### config.mk
export PLATFORM = sky130hd
export DESIGN_NAME = axi_lite_reg_slave
export DESIGN_NICKNAME = d
export VERILOG_FILES = /design/src/rtl/axi_lite_reg_slave.sv
export SDC_FILE = /design/constraint.sdc
export NUM_CORES = 1
export LEC_CHECK = 0
export ABC_AREA = 1
export CORE_MARGIN = 1.5
export CORE_UTILIZATION = 40
export CTS_CLUSTER_SIZE = 30
export DETAILED_ROUTE_END_ITERATION = 8
export GPL_TIMING_DRIVEN = 0
export PLACE_DENSITY = 0.74
export SYNTH_ARGS = -nofsm -noshare
export SYNTH_HDL_FRONTEND = slang
export SYNTH_SLANG_ARGS = --single-unit
### constraint.sdc
create_clock -name axi_aclk -period 2.11 [get_ports axi_aclk]
set_input_delay 0.422 -clock axi_aclk [delete_from_list [all_inputs] [get_ports axi_aclk]]
set_output_delay 0.422 -clock axi_aclk [all_outputs]
set_load 0.005 [all_outputs]
### src/rtl/axi_lite_reg_slave.sv
// axi_lite_reg_slave
// AXI4-Lite responder holding the DMA control/status register file.
// The stored registers drive regs_o. Every committed write to a storable
// register raises a one-cycle strobe on wr_pulse_o.
// The word at STATUS_IDX is read-only and returns status_i.
// Optional feature: define AXIL_SLVERR_EN so that unmapped reads and writes
// answer with SLVERR. Without it, every access answers OKAY.
module axi_lite_reg_slave #(
    parameter int ADDR_WIDTH = 10,
    parameter int DATA_WIDTH = 32,
    parameter int NUM_REGS   = 16,
    parameter int STATUS_IDX = 1
) (
    input  logic                           axi_aclk,
    input  logic                           axi_reset,
    input  logic                           s_axi_lite_awvalid,
    output logic                           s_axi_lite_awready,
    input  logic [ADDR_WIDTH-1:0]          s_axi_lite_awaddr,
    input  logic                           s_axi_lite_wvalid,
    output logic                           s_axi_lite_wready,
    input  logic [DATA_WIDTH-1:0]          s_axi_lite_wdata,
    output logic [1:0]                     s_axi_lite_bresp,
    output logic                           s_axi_lite_bvalid,
    input  logic                           s_axi_lite_bready,
    input  logic                           s_axi_lite_arvalid,
    output logic                           s_axi_lite_arready,
    input  logic [ADDR_WIDTH-1:0]          s_axi_lite_araddr,
    output logic                           s_axi_lite_rvalid,
    input  logic                           s_axi_lite_rready,
    output logic [DATA_WIDTH-1:0]          s_axi_lite_rdata,
    output logic [1:0]                     s_axi_lite_rresp,
    input  logic [DATA_WIDTH-1:0]          status_i,
    output logic [NUM_REGS*DATA_WIDTH-1:0] regs_o,
    output logic [NUM_REGS-1:0]            wr_pulse_o
);

    localparam int IDX_W     = ADDR_WIDTH - 2;
    localparam int REG_IDX_W = (NUM_REGS > 1) ? $clog2(NUM_REGS) : 1;
    localparam logic [IDX_W:0]   NUM_REGS_W = (IDX_W + 1)'(NUM_REGS);
    localparam logic [IDX_W-1:0] STATUS_W   = IDX_W'(STATUS_IDX);
    localparam logic [1:0]       RESP_OKAY  = 2'b00;
`ifdef AXIL_SLVERR_EN
    localparam logic [1:0]       RESP_UNMAPPED = 2'b10;
`else
    localparam logic [1:0]       RESP_UNMAPPED = 2'b00;
`endif

    typedef enum logic [1:0] {WR_IDLE, WR_COLLECT, WR_RESP} wr_state_t;
    typedef enum logic       {RD_IDLE, RD_RESP}             rd_state_t;

    wr_state_t wr_state_reg, wr_state_next;
    rd_state_t rd_state_reg, rd_state_next;

    logic                  aw_held_reg;
    logic                  w_held_reg;
    logic [IDX_W-1:0]      aw_idx_reg;
    logic [DATA_WIDTH-1:0] wdata_reg;
    logic [1:0]            bresp_reg;
    logic [DATA_WIDTH-1:0] rdata_reg;
    logic [1:0]            rresp_reg;
    logic [DATA_WIDTH-1:0] regs_rd [NUM_REGS];

    logic aw_hs, w_hs, b_hs, ar_hs;
    logic wr_commit, wr_mapped, wr_writable;
    logic [IDX_W-1:0]      rd_idx;
    logic                  rd_mapped;
    logic [DATA_WIDTH-1:0] rd_value;
    logic [1:0]            rd_resp;

    // Byte-lane bits of the addresses carry no meaning for word registers.
    logic unused_addr_lsbs;
    assign unused_addr_lsbs = ^{s_axi_lite_awaddr[1:0], s_axi_lite_araddr[1:0]};

    assign aw_hs = s_axi_lite_awvalid && s_axi_lite_awready;
    assign w_hs  = s_axi_lite_wvalid && s_axi_lite_wready;
    assign b_hs  = s_axi_lite_bvalid && s_axi_lite_bready;
    assign ar_hs = s_axi_lite_arvalid && s_axi_lite_arready;

    assign wr_commit   = (wr_state_reg == WR_COLLECT) && aw_held_reg && w_held_reg;
    assign wr_mapped   = {1'b0, aw_idx_reg} < NUM_REGS_W;
    assign wr_writable = wr_mapped && (aw_idx_reg != STATUS_W);

    // Write FSM state register
    always_ff @(posedge axi_aclk) begin
        if (axi_reset) wr_state_reg <= WR_IDLE;
        else           wr_state_reg <= wr_state_next;
    end

    // Write FSM next state: collect AW and W in any order, commit, then wait for bready
    always_comb begin
        wr_state_next = wr_state_reg;
        case (wr_state_reg)
            WR_IDLE:    if (aw_hs || w_hs) wr_state_next = WR_COLLECT;
            WR_COLLECT: if (aw_held_reg && w_held_reg) wr_state_next = WR_RESP;
            WR_RESP:    if (s_axi_lite_bready) wr_state_next = WR_IDLE;
            default:    wr_state_next = WR_IDLE;
        endcase
    end

    // Write FSM outputs: each ready stays low from its capture until the response is taken
    always_comb begin
        s_axi_lite_awready = 1'b0;
        s_axi_lite_wready  = 1'b0;
        s_axi_lite_bvalid  = 1'b0;
        case (wr_state_reg)
            WR_IDLE: begin
                s_axi_lite_awready = 1'b1;
                s_axi_lite_wready  = 1'b1;
            end
            WR_COLLECT: begin
                s_axi_lite_awready = !aw_held_reg;
                s_axi_lite_wready  = !w_held_reg;
            end
            WR_RESP: s_axi_lite_bvalid = 1'b1;
            default: ;
        endcase
    end

    // Write capture: hold AW index and W data until the response handshake
    always_ff @(posedge axi_aclk) begin
        if (axi_reset) begin
            aw_held_reg <= 1'b0;
            w_held_reg  <= 1'b0;
            aw_idx_reg  <= '0;
            wdata_reg   <= '0;
            bresp_reg   <= RESP_OKAY;
        end else begin
            if (aw_hs) begin
                aw_held_reg <= 1'b1;
                aw_idx_reg  <= s_axi_lite_awaddr[ADDR_WIDTH-1:2];
            end
            if (w_hs) begin
                w_held_reg <= 1'b1;
                wdata_reg  <= s_axi_lite_wdata;
            end
            if (wr_commit) bresp_reg <= wr_mapped ? RESP_OKAY : RESP_UNMAPPED;
            if (b_hs) begin
                aw_held_reg <= 1'b0;
                w_held_reg  <= 1'b0;
            end
        end
    end

    assign s_axi_lite_bresp = bresp_reg;

    genvar gi;
    generate
        for (gi = 0; gi < NUM_REGS; gi++) begin : g_reg
            localparam logic [IDX_W-1:0] GI_IDX = IDX_W'(gi);
            logic [DATA_WIDTH-1:0] value_reg;
            logic                  pulse_reg;

            // Register gi loads on a commit that targets it; the status slot is never storable
            always_ff @(posedge axi_aclk) begin
                if (axi_reset) begin
                    value_reg <= '0;
                    pulse_reg <= 1'b0;
                end else if (wr_commit && wr_writable && (aw_idx_reg == GI_IDX)) begin
                    value_reg <= wdata_reg;
                    pulse_reg <= 1'b1;
                end else begin
                    pulse_reg <= 1'b0;
                end
            end

            assign regs_rd[gi]                            = value_reg;
            assign regs_o[gi*DATA_WIDTH +: DATA_WIDTH] = value_reg;
            assign wr_pulse_o[gi]                         = pulse_reg;
        end
    endgenerate

    assign rd_idx    = s_axi_lite_araddr[ADDR_WIDTH-1:2];
    assign rd_mapped = {1'b0, rd_idx} < NUM_REGS_W;

    // Read source select: live status, stored register, or zero for unmapped words
    always_comb begin
        rd_value = '0;
        rd_resp  = RESP_UNMAPPED;
        if (rd_idx == STATUS_W) begin
            rd_value = status_i;
            rd_resp  = RESP_OKAY;
        end else if (rd_mapped) begin
            rd_value = regs_rd[rd_idx[REG_IDX_W-1:0]];
            rd_resp  = RESP_OKAY;
        end
    end

    // Read FSM state register
    always_ff @(posedge axi_aclk) begin
        if (axi_reset) rd_state_reg <= RD_IDLE;
        else           rd_state_reg <= rd_state_next;
    end

    // Read FSM next state: one read in flight, released by rready
    always_comb begin
        rd_state_next = rd_state_reg;
        case (rd_state_reg)
            RD_IDLE: if (ar_hs) rd_state_next = RD_RESP;
            RD_RESP: if (s_axi_lite_rready) rd_state_next = RD_IDLE;
            default: rd_state_next = RD_IDLE;
        endcase
    end

    // Read FSM outputs
    always_comb begin
        s_axi_lite_arready = (rd_state_reg == RD_IDLE);
        s_axi_lite_rvalid  = (rd_state_reg == RD_RESP);
    end

    // Read data capture: snapshot at the AR handshake, so a same-edge commit is not visible
    always_ff @(posedge axi_aclk) begin
        if (axi_reset) begin
            rdata_reg <= '0;
            rresp_reg <= RESP_OKAY;
        end else if (ar_hs) begin
            rdata_reg <= rd_value;
            rresp_reg <= rd_resp;
        end
    end

    assign s_axi_lite_rdata = rdata_reg;
    assign s_axi_lite_rresp = rresp_reg;

endmodule

==> results.toml, run 1 <==
[sta]
drv_slew = 0
setup_viol = 6
min_period_ns = 2.15
worst_slack_ns = -0.0372
rsz0062_at_grt = "true"
fmax_mhz = 466
slew_headroom = 0.297
tightest_slew_ns = 1.05
fin_skew_ns = 0.0265
hold_viol = 0
period_share = 1.02
fin_tns_setup_ns = -0.0795

[cells_and_area]
drive_gt1_frac = 0.0694
nets = 5550
fillerInstances = 7081
stdcell_area_um2 = 39500
largest_reg_flops = 512
final_util = 0.554
area_delta_synth_final_pct = 37.4

[pwr]
p_sw_uw = 7410
p_seq_frac = 0.424
sw_frac_of_total = 0.270
p_leak_uw = 0.0189
comb_power_share = 0.100
power_per_cell_area_nw_per_um2 = 695
clockPowerShare = 0.477
ir_worst_vdd_uv = 434
cell_internal_pwr_uw = 20000

[global_routing]
overflow = 0
grt_pass1_vias = 30683
antenna_found_initial = 6
grt_pass1_wl_um = 205000
grt_max_degree = 15
grt_usage = 0.379

[logic_synthesis]
yosysUniqueCellTypes = 24
ys_warn_count = 0
yosys.area.top_type_share = 0.421
synth_edf_count = 0
async_flop_share = 0
synth_most_common_cell = "nand2_1"
ys_ff_latch = 605
synth_area_um2 = 28800
ys.flop_type = "dfxtp_1"
ys_top_cells_by_area = "dfxtp_1 42%, nand2_1 22%, nor2_1 11%, inv_1 7.1%, nand3_1 6.0%"
yosysTopAreaCell = "dfxtp_1"
yosysSeqAreaShare = 0.421
synthCells = 4723
synth.avg_cell_area_um2 = 6.09
synthTopCellsByCount = "1699 x nand2_1, 817 x nor2_1, 605 x dfxtp_1"

[critical_path]
crit_slowest_cell = "clkdlybuf4s50_1"
end_kind = "flop"
cp.required_ns = 2.61
rr_worst_depth = 10
rrSetupSlack_ns = 0.01
crit_type = "input pin to flop"
path_cells = "clkdlybuf4s50_1 > inv_2 > clkbuf_4 > buf_2 > nand2_1 > nand3_1 > nand3_1 > nand3_1 > nand2_1 > nand2_1 > a21oi_1"
arrival_ns = 2.65
reg2reg_from = "wr_state_reg[1]"
path_delay_family = "buffers and inverters"
worst-path-buf-inv = 4
startpoint_type = "input pin"
cp_max_fo = 10
critical_path.max_stage_delay_ns = 0.44
worstReg2RegEnd = "g_reg[14].value_reg[14]"

[clocking]
cts_tree = "built"
cts.htree.levels = 3
cts_made_buffers = 71
clock-root-buffer = "clkbuf_16"
clk_pin_slew_ns = 0.06
cts.sinks = 605
clock_path_buffers = 3
clk_latency_ns = 0.63

[floorplan]
die_h_um = 271
io_pins = 660
num_rows = 98
initial_utilization = 0.403
dieArea_um2 = 73500
fp.coreArea_um2 = 71400
die_w_um = 271

[flow_run]
cap_violations = 0

[worst_hold_path]
holdPathEnd = "wdata_reg[10]"
min_from = "s_axi_lite_wdata[10]"
holdPathStages = 3
holdCritPathClass = "input pin to flop"

[routing]
ant_nets = 0
vias = 33231
postRouteWirelength_um = 145000
avgRoutedWirePerCell_um = 22.4
drc = 0
drtIter0Drc = 4070
drt_pass1_iterations = 7
routed_via_density = 5.14

[placement]
placed_cell_area_um2 = 36500
preCtsSetupSlack_ns = -1.35
dp_hpwl_um = 114000
io_buffers = 649
place_congestion = 0.995

[outcome]
outcome = "complete, but fails checks"
violations = "setup timing"
[cells in the final DEF (no fill, tap or decap), drive strengths merged]
master         synthesis  layout
nand4                  3       3
diode                  0       2
bufinv                 0       6
a31oi                  1       1
clkinv                 1      11
o21ai                 86      86
clkdlybuf4s50          0     646
nor4                   3       3
clkinvlp               0       4
o21a                   1       1
dlymetal6s2s           0       1
conb                   1       5
nor3b                 32      32
dlygate4sd2            0       2
dfxtp                605     605
buf                   94     113
clkbuf               267     365
a21oi                201     201
nand2               1701    1701
nand3                344     344
nor2                 824     824
nor3                   1       1
inv                  558     560
[routing by layer]
metal  routed length [µm]  part of all wire  up-vias  GRT usage
li1                     -                 -    15576          -
met1                55600              0.38    15141      0.476
met2                65300              0.45     2081      0.613
met3                15800              0.11      427     0.0757
met4                 8380             0.058        6      0.198
met5                   39           0.00027        -          0
[power by group through the flow]
stage	clock, µW	sequential [µW]	combinational [µW]
floorplan	0	11900	1310
global placement	0	11900	2560
detailed placement	0	11900	2570
CTS	13100	11600	2600
global route	13500	11600	2870
finish	13100	11600	2740
[how the worst max path moves through the flow]
stage	start	endpoint	slack [ns]	depth (start not counted)
2_1_floorplan	s_axi_lite_araddr[2]	s_axi_lite_rdata[10]	0.49	12
3_3_place_gp	s_axi_lite_araddr[2]	s_axi_lite_rdata[15]	-1.32	8
3_5_place_dp	s_axi_lite_araddr[2]	s_axi_lite_rdata[15]	-1.35	8
4_1_cts	aw_idx_reg[1]	g_reg[0].value_reg[13]	-0.01	11
5_1_grt	s_axi_lite_araddr[2]	s_axi_lite_rdata[18]	-0.03	13
6_report	s_axi_lite_araddr[2]	s_axi_lite_rdata[12]	-0.04	11
[cell type report]
| class | count | area (µm²) | area share |
|---|---|---|---|
| buffer | 361 | 1770 | 0.0447 |
| sequential | 605 | 12100 | 0.307 |
| inverter | 559 | 2100 | 0.0531 |
| antenna | 2 | 5.00 | 0.000127 |
| clock buffer | 107 | 2140 | 0.0540 |
| tap | 950 | 1190 | 0.0301 |
| multi-input combinational | 3202 | 13300 | 0.336 |
| timing repair buffer | 659 | 6630 | 0.168 |
| clock inverter | 22 | 293 | 0.00741 |
[worst register-to-register path, stage by stage, from the launching register on]
cell and delay, ns:
dfxtp_2 0.35, inv_2 0.09, nand2_4 0.09, nor2_4 0.20, nand4_1 0.29, nor2_4 0.32, buf_12 0.15, nand2_4 0.12
buf_6 0.19, nor2_1 0.12, nor2_1 0.07
[kinds of logic (layout without fill, tap and decap cells)]
| kind of cell | count (synthesis) | count (layout) | share of synthesized area |
|---|---|---|---|
| and+or+nand+nor | 2908 | 2908 | 0.404 |
| buffers and inverters | 920 | 1708 | 0.125 |
| DFF | 605 | 605 | 0.421 |
| AOI/OAI and AO/OA | 289 | 289 | 0.0504 |
| other | 1 | 7 | 0.000130 |
[stage by stage]
stage	hold slack (ns)	power, µW	std cells
after detailed placement	0.443	14400	6326
after global placement	0.437	14400	6326
after global routing	0.451	28000	6467
after floorplan	0.440	13200	4727
final	0.428	27500	6467
after CTS	0.414	27300	6460
[timing repair]
item                                    in CTS  in global routing
hold buffers                                 0                  0
gates cloned                                 0                  2
endpoints found under the setup margin     507                449
pin swaps                                    4                  8
resized for setup                          134                152
setup buffers                                5                  3
Power figures use the tool's default switching activity.
==> run 2: changes to the inputs <==
--- a/config.mk
+++ b/config.mk
@@ -12,6 +12,7 @@
 export DETAILED_ROUTE_END_ITERATION = 8
 export GPL_TIMING_DRIVEN = 0
 export PLACE_DENSITY = 0.74
+export SLEW_MARGIN = 25
 export SYNTH_ARGS = -nofsm -noshare
 export SYNTH_HDL_FRONTEND = slang
 export SYNTH_SLANG_ARGS = --single-unit
==> run 2 against run 1 <==
  * The run still ends with setup timing left
  * Clock skew about the same
  * Sequential share of layout area is 0.19 points higher
  * Non-clock buffer count down 1
  * Global-route usage about the same
  * Maximum frequency is 1.2% higher
  * Core utilization shrank 0.35 points
  * Wire length is 0.18% lower
  * First-iteration DRC count is 2.8% higher
  * Critical path type unchanged
  * Largest cell class unchanged
==> results.toml, run 2 (synthesis gave the netlist of run 1 again) <==
[floorplan]
fp.coreArea_um2 = 71400
die_h_um = 271
dieArea_um2 = 73500
num_rows = 98
initial_utilization = 0.403
io_pins = 660
die_w_um = 271

[outcome]
violations = "setup timing"
outcome = "complete, but fails checks"

[critical_path]
crit_type = "input pin to flop"
worstReg2RegEnd = "g_reg[14].value_reg[13]"
cp.required_ns = 2.60
cp_max_fo = 10
reg2reg_from = "wr_state_reg[1]"
arrival_ns = 2.61
cp-startpoint = "s_axi_lite_araddr[2]"
rrSetupSlack_ns = 0.01
startpoint_type = "input pin"
endpoint = "s_axi_lite_rdata[0]"
rr_worst_depth = 10
end_kind = "flop"

[pwr]
sw_frac_of_total = 0.269
p_sw_uw = 7220
power_uw = 26800
p_seq_frac = 0.434
clockPowerShare = 0.464
ir_worst_vdd_uv = 528
p_leak_uw = 0.0187
cell_internal_pwr_uw = 19600
power_per_cell_area_nw_per_um2 = 682
comb_power_share = 0.102

[cells_and_area]
fillerInstances = 7129
stdcell_area_um2 = 39300
area_delta_synth_final_pct = 36.5
mostFrequentLayoutCell = "nand2_1"
final-instance-count-excl-fill = 6460
largest_reg_flops = 512
nets = 5548
final_cell_mix = "1680 x nand2_1, 805 x nor2_1, 645 x clkdlybuf4s50_1"
drive_gt1_frac = 0.0707

[clocking]
cts_tree = "built"
cts.sinks = 605
cts_made_buffers = 70
clock_path_buffers = 3
clk_latency_ns = 0.63
clk_pin_slew_ns = 0.06
holdBufCountCts = 0
clock-root-buffer = "clkbuf_16"
cts.htree.levels = 3

[routing]
avgRoutedWirePerCell_um = 22.4
routed_via_density = 5.13
drtIter0Drc = 4184
vias = 33144
drt_pass1_iterations = 6
drc = 0
ant_nets = 0
postRouteWirelength_um = 145000

[sta]
hold_viol = 0
worst_slack_ns = -0.0111
fin_hold_ws_ns = 0.436
rsz0062_at_grt = "true"
min_period_ns = 2.12
drv_slew = 0
fin_skew_ns = 0.0262
tightest_slew_ns = 1.06
fmax_mhz = 471
period_share = 1.01
setup_viol = 2
slew_headroom = 0.291

[flow_run]
cap_violations = 0

[placement]
placedCellCount = 6326
place_congestion = 0.995
preCtsSetupSlack_ns = -1.32
placed_cell_area_um2 = 36500
io_buffers = 649
dp_hpwl_um = 114000

[global_routing]
antenna_found_initial = 6
grt_max_degree = 14
grt_usage = 0.379
grt_pass1_wl_um = 205000
overflow = 0
grt_pass1_vias = 30582

[worst_hold_path]
holdCritPathClass = "input pin to flop"
run 2: changes by cell type in the layout (fill, tap and decap cells not counted), moves of 5 or more:
cell and change:
nand2_4 -7, diode_2 +6, clkbuf_4 +7, clkbuf_1 -16, nand2_2 +10, clkbuf_2 -11, buf_2 +26, clkbuf_8 -5
run 2: per-layer routing:
| layer | routed length, µm | vias up | global-route usage | part of all wire |
|---|---|---|---|---|
| li1 | - | 15560 | - | - |
| met1 | 56600 | 15126 | 0.476 | 0.39 |
| met2 | 64700 | 2015 | 0.608 | 0.45 |
| met3 | 14900 | 437 | 0.0806 | 0.10 |
| met4 | 8670 | 6 | 0.203 | 0.060 |
| met5 | 34 | - | 0 | 0.00023 |
run 2: worst min-delay path by stage:
stage,startpoint,end,cells past startpoint
5_1_grt,s_axi_lite_wdata[8],wdata_reg[8],3
2_1_floorplan,g_reg[1].value_reg[0],g_reg[1].value_reg[0],2
3_3_place_gp,g_reg[1].value_reg[12],g_reg[1].value_reg[12],2
4_1_cts,s_axi_lite_wdata[16],wdata_reg[16],3
6_report,s_axi_lite_wdata[16],wdata_reg[16],3
3_5_place_dp,g_reg[1].value_reg[7],g_reg[1].value_reg[7],2
run 2: cell type report:
type                            instances  area [µm²]  share of cell area
Antenna cell                            8        20.0            0.000510
Inverter                              559        2100              0.0534
Sequential cell                       605       12100               0.309
Clock buffer                           96        2020              0.0515
Multi-Input combinational cell       3202       13300               0.338
Timing Repair Buffer                  658        6570               0.167
Buffer                                361        1740              0.0443
Tap cell                              950        1190              0.0303
Clock inverter                         21         243             0.00618
run 2: power by group through the flow:
stage	Clock (µW)	Combinational [µW]	Sequential, µW
finish	12400	2730	11600
detailed placement	0	2560	11900
global placement	0	2560	11900
CTS	12400	2600	11600
floorplan	0	1310	11900
global route	12900	2870	11600
run 2: repair_timing:
item,4_1_cts,5_1_grt
endpoints found under the setup margin,492,480
pin swaps,4,3
gates resized for setup,134,176
gates cloned,0,0
setup buffers,7,2
run 2: metrics by stage:
step,TNS [ns],utilization
6_report,-0.0127,0.550
5_1_grt,-0.199,0.550
4_1_cts,-0.0413,0.547
3_5_place_dp,-246.28,0.511
3_3_place_gp,-273.22,0.511
2_1_floorplan,0,-
run 2: critical path, cell delays in order:
cell and delay, ns:
clkdlybuf4s50_1 0.43, inv_2 0.23, clkbuf_4 0.37, buf_2 0.34, nand2_1 0.11, nand3_1 0.08
nand3_1 0.16, nand3_1 0.18, nand2_1 0.07, nand2_1 0.11, a21oi_1 0.08
